File: src/rtl/inst_mem_prefetch.sv
// LC3 instruction memory with a sequential prefetch engine that feeds a
// first-word-fall-through FIFO of {pc, instruction} pairs to the fetch stage.
//
// state  | meaning
// IDLE   | no access in flight; issues when enabled and the FIFO has room
// ACCESS | access to acc_pc in flight; wait_cnt counts remaining wait states
module inst_mem_prefetch #(
  parameter int                DATA_W      = 16,
  parameter int                ADDR_W      = 16,
  parameter int                MEM_DEPTH   = 256,
  parameter int                FIFO_DEPTH  = 4,
  parameter int                WAIT_CYCLES = 1,
  parameter logic [ADDR_W-1:0] RESET_PC    = 16'h3000
) (
  input  logic                          clock,
  input  logic                          reset,
  input  logic                          fetch_en,
  input  logic                          redirect_valid,
  input  logic [ADDR_W-1:0]             redirect_pc,
  output logic                          instr_valid,
  output logic [DATA_W-1:0]             instr_data,
  output logic [ADDR_W-1:0]             instr_pc,
  input  logic                          instr_ready,
  input  logic                          load_en,
  input  logic [ADDR_W-1:0]             load_addr,
  input  logic [DATA_W-1:0]             load_data,
  output logic [$clog2(FIFO_DEPTH):0]   fifo_level,
  output logic                          busy
);

  localparam int MEM_AW = $clog2(MEM_DEPTH);
  localparam int PTR_W  = $clog2(FIFO_DEPTH);
  localparam int LVL_W  = PTR_W + 1;

  localparam logic [LVL_W-1:0] LVL_FULL  = LVL_W'(FIFO_DEPTH);
  localparam logic [3:0]       WAIT_LOAD = 4'(WAIT_CYCLES);

  localparam logic [0:0] IDLE   = 1'b0;
  localparam logic [0:0] ACCESS = 1'b1;

  logic [0:0]        state;
  logic [3:0]        wait_cnt;
  logic [ADDR_W-1:0] fetch_pc;
  logic [ADDR_W-1:0] acc_pc;

  logic [DATA_W-1:0] mem [MEM_DEPTH];
  logic [DATA_W-1:0] rd_word;

  logic [DATA_W-1:0] fifo_data [FIFO_DEPTH];
  logic [ADDR_W-1:0] fifo_pc   [FIFO_DEPTH];
  logic [PTR_W-1:0]  wr_ptr;
  logic [PTR_W-1:0]  rd_ptr;

  logic issue;
  logic push;
  logic pop;

  // Array read is combinational off acc_pc, so a same-cycle load returns the old word.
  always_ff @(posedge clock) begin
    if (load_en) begin
      mem[load_addr[MEM_AW-1:0]] <= load_data;
    end
  end

  assign rd_word = mem[acc_pc[MEM_AW-1:0]];

  generate
    if (ADDR_W > MEM_AW) begin : g_addr_hi
      logic unused_load_addr_hi;
      assign unused_load_addr_hi = ^load_addr[ADDR_W-1:MEM_AW];
    end
  endgenerate

  assign issue = (state == IDLE) && fetch_en && !redirect_valid && (fifo_level < LVL_FULL);
  assign push  = (state == ACCESS) && (wait_cnt == '0) && !redirect_valid;
  assign pop   = instr_valid && instr_ready && !redirect_valid;

  always_ff @(posedge clock or negedge reset) begin
    if (!reset) begin
      state    <= IDLE;
      wait_cnt <= '0;
      fetch_pc <= RESET_PC;
      acc_pc   <= '0;
    end else if (redirect_valid) begin
      state    <= IDLE;
      wait_cnt <= '0;
      fetch_pc <= redirect_pc;
    end else begin
      case (state)
        IDLE: begin
          if (issue) begin
            state    <= ACCESS;
            wait_cnt <= WAIT_LOAD;
            acc_pc   <= fetch_pc;
          end
        end
        ACCESS: begin
          if (wait_cnt != '0) begin
            wait_cnt <= wait_cnt - 4'd1;
          end else begin
            state    <= IDLE;
            fetch_pc <= acc_pc + ADDR_W'(1);
          end
        end
        default: state <= IDLE;
      endcase
    end
  end

  always_ff @(posedge clock or negedge reset) begin
    if (!reset) begin
      wr_ptr     <= '0;
      rd_ptr     <= '0;
      fifo_level <= '0;
    end else if (redirect_valid) begin
      wr_ptr     <= '0;
      rd_ptr     <= '0;
      fifo_level <= '0;
    end else begin
      if (push) begin
        wr_ptr <= wr_ptr + PTR_W'(1);
      end
      if (pop) begin
        rd_ptr <= rd_ptr + PTR_W'(1);
      end
      if (push && !pop) begin
        fifo_level <= fifo_level + LVL_W'(1);
      end else if (pop && !push) begin
        fifo_level <= fifo_level - LVL_W'(1);
      end
    end
  end

  // Storage needs no reset: the head is masked to zero whenever the level is zero.
  always_ff @(posedge clock) begin
    if (push) begin
      fifo_data[wr_ptr] <= rd_word;
      fifo_pc[wr_ptr]   <= acc_pc;
    end
  end

  assign instr_valid = (fifo_level != '0);
  assign instr_data  = instr_valid ? fifo_data[rd_ptr] : '0;
  assign instr_pc    = instr_valid ? fifo_pc[rd_ptr]   : '0;
  assign busy        = (state == ACCESS);

endmodule

File: config.mk
export PLATFORM = sky130hd
export DESIGN_NAME = inst_mem_prefetch
export DESIGN_NICKNAME = d
export VERILOG_FILES = /design/src/rtl/inst_mem_prefetch.sv
export SDC_FILE = /design/constraint.sdc
export NUM_CORES = 2
export LEC_CHECK = 0
export ABC_CLOCK_PERIOD_IN_PS = 3500
export CORE_MARGIN = 4
export CORE_UTILIZATION = 35
export CTS_CLUSTER_SIZE = 40
export DETAILED_ROUTE_END_ITERATION = 6
export PLACE_DENSITY = 0.5
export SYNTH_ARGS = -nofsm -noshare
export SYNTH_HDL_FRONTEND = slang
export SYNTH_MEMORY_MAX_BITS = 65536
export SYNTH_SLANG_ARGS = --single-unit
File: constraint.sdc
create_clock -name clock -period 3.5 [get_ports clock]
set_input_delay 1.05 -clock clock [delete_from_list [all_inputs] [get_ports clock]]
set_output_delay 1.05 -clock clock [all_outputs]
set_load 0.02 [all_outputs]
==> results.ini <==
[status]
status=finished with violations
violations=negative setup slack

[detailed_routing]
routed_wl_um=516700
vias=86390
drt_pre_antenna_iters=5
ant_nets=0
route.detailed.wl_per_inst_um=33.18
viasPerCell=5.547
drc=0
first_iter_violations=10830

[cts]
path_clk_slew_ns=0.06
cts_inserted_buffers=443
cts_tree=built
htreeDepth=5
clk_latency_ns=1.01
clock_sinks=4268
clock-root-buffer=clkbuf_16
clk_path_buf_depth=4
cts_hold_buf=0

[synth]
synth-edff-count=4224
yosysWarnings=0
syn_avg_cell_area_um2=22.05
syn_area_um2=165400
synthArstFlopShare_pct=1.031
ys.flop_type=edfxtp_1
synth_fp_nets=7563
syn_inst=7502
ys_seq_elements=4268
ys_types=82
ys_seq_area_share_pct=77.34

[flow_run]
maxCapViolations=0

[sta]
worst_pin_slew_ns=1.193
fin_tns_setup_ns=-3.161
hold_viol=0
rsz0062_at_grt=yes
fmax_mhz=274.6
period_needed_ns=3.641
fin_worst_skew_ns=0.08571
relSlewSlack_pct=20.48
period_share_pct=104.0
setup_ws_ns=-0.1410
drv_slew=0
hold_ws_ns=0.1683
setup-violations-final=62

[setup_path]
cp_slowest_cell=o31ai_4
worstSetupPathType=register to register
required_ns=4.23
crit_path_max_incr_delay_ns=0.54
start_kind=register
timing.rr.start=acc_pc[0]$_DFFE_PN0P_
crit_arrival_ns=4.37
rr_worst_depth=15
crit_fanout=6
reg2reg_to=fifo_data[0][4]$_DFFE_PP_
ff2ff_setup_slack_ns=-0.14
path_cells=buf_12, buf_12, buf_16, buf_6, buf_16, buf_8, mux4_2, a22oi_2, a21oi_2, a21oi_4, buf_6, a211oi_4, o31ai_4, buf_4, o31ai_4
crit_path_end_kind=register

[placed_design]
hpwl_um=330300
placed_cell_area_um2=185900
routabilityCongestion=0.8276
dp_cells=14590
post-place-ws_ns=-1.416
io_buffers=82

[pwr]
p_leak_nw=65.56
power_mw=164.1
combPwrFrac_pct=36.1
ir_drop_mv=0.5652
clkPwrFrac_pct=28.8
p_sw_share_pct=32.38
seqPwrFrac_pct=35.0
p_sw_mw=53.13
p_int_mw=111.0
p_per_area_nw_per_um2=798.6

[layout]
syn_to_final_growth_pct=24.22
final_nets=9033
drive_gt1_share_pct=37.44
final_util_pct=43.62
final_cell_mix=edfxtp_1 (4,224), mux4_2 (897), buf_4 (838)
final_area_um2=205500
finalNonFillerCells=15570
layout_commonest_cell=edfxtp_1

[floorplan]
core-area_um2=471100
start_util_pct=35.12
rows=252
ios=91
fp.dieH_um=695.5
fp.dieW_um=695.5
dieArea_um2=483700

[global_routing]
grt.overflow.total=0
grtUsageTotal_pct=21.06
grt_pass1_vias=86770
antenna_found_initial=19
grt_pass1_wl_um=713500
grt_start_max_net_pins=97

[worst_hold_path]
hold_class=input port to async pin

-- kinds of logic (layout without fill, tap and decap cells) --
logic type      after synthesis  in the layout  synth area share [%]
mux                        1263           1263                 15.11
fa+ha+maj                     7              7               0.05748
compound gates              796            796                 3.452
buf+inv                     475           2311                 2.094
other cells                   0             13                     0
xor+xnor                     18             18               0.09530
flops                      4268           4268                 77.34
simple gates                675            675                 1.847
-- worst max-delay path: cells and delay by family (launching register included) --
family | cells | cell delay, ns
buffers and inverters | 8 | 1.22
AOI/OAI and AO/OA | 6 | 1.20
DFF | 1 | 0.49
muxes | 1 | 0.42
-- registers in the layout (all words and copies together), names as in the netlist --
| name | count |
|---|---|
| fifo_pc | 64 |
| fetch_pc | 16 |
| acc_pc | 16 |
| rd_ptr | 2 |
| busy | 1 |
| wait_cnt | 4 |
| fifo_level | 3 |
| mem | 4096 |
| fifo_data | 64 |
| wr_ptr | 2 |
-- synth_stat cells (all sizes together), types with 10 or more instances --
library cell  number  area (um2)
o221ai            32       280.3
nand2            108       405.4
nand3             74       370.4
a22o              39       341.6
mux2              26       292.8
o22ai             51       325.3
nor2             333        1250
nand2b            12       75.07
a21oi            156       780.8
nand4             15       93.84
xnor2             12       105.1
nor2b             58       362.9
a221oi           110        1051
nor4              12       87.58
mux2i            276        2763
mux4             961       21940
inv               13       48.80
a211oi            26       200.2
dfrtp             42        1051
and2              10       65.07
edfxtp          4224      126800
clkbuf           156       730.7
a31oi             22       137.6
o21ai             89       445.4
nor3              21       105.1
a22oi            185        1389
o31ai             10       75.07
buf              300        2649
-- worst max-delay path by stage --
stage	slack (ns)	endpoint	from	cells past startpoint
2_1_floorplan	0.28	mem[221][0]$_DFFE_PP_	load_addr[0]	6
3_3_place_gp	-1.41	fifo_data[0][4]$_DFFE_PP_	acc_pc[0]$_DFFE_PN0P_	12
3_5_place_dp	-1.42	fifo_data[3][4]$_DFFE_PP_	acc_pc[0]$_DFFE_PN0P_	12
4_1_cts	-0.21	instr_pc[0]	rd_ptr[0]$_DFFE_PN0P_	5
5_1_grt	-0.22	instr_data[6]	rd_ptr[0]$_DFFE_PN0P_	6
6_report	-0.14	fifo_data[0][4]$_DFFE_PP_	acc_pc[0]$_DFFE_PN0P_	15
-- cell type report --
type / instances / area (um2)
clock inverter: 265 / 2992
multi-input combinational: 2759 / 36740
sequential: 4268 / 128000
fill: 40330 / 265600
antenna: 13 / 32.53
inverter: 17 / 63.81
clock buffer: 546 / 11560
tap: 6223 / 7786
timing repair buffer: 1483 / 18360
-- layer usage --
| layer | part of all wire [%] | vias up | GRT usage, % |
|---|---|---|---|
| met5 | 0 | - | 0 |
| met4 | 3.4 | 0 | 6.497 |
| met3 | 7.5 | 718 | 3.328 |
| met2 | 47 | 3575 | 33.27 |
| met1 | 42 | 47150 | 30.05 |
| li1 | - | 34950 | - |
-- timing repair --
action / 4_1_cts / 5_1_grt
setup buffers: 100 / 66
cloned: 26 / 5
endpoints found under the hold margin: 0 / 0
gates resized for setup: 464 / 298
setup endpoints to repair: 97 / 96
pin swaps: 65 / 91
-- power by group through the flow --
stage	registers, mW	logic, mW	clock network (mW)
after floorplan	58.3	25.9	0
after global placement	58.7	51.1	0
after detailed placement	58.7	51.2	0
after CTS	57.5	56.9	48.3
after global routing	57.5	61.4	50.4
final	57.5	59.3	47.3
(Power assumes the default switching activity.)
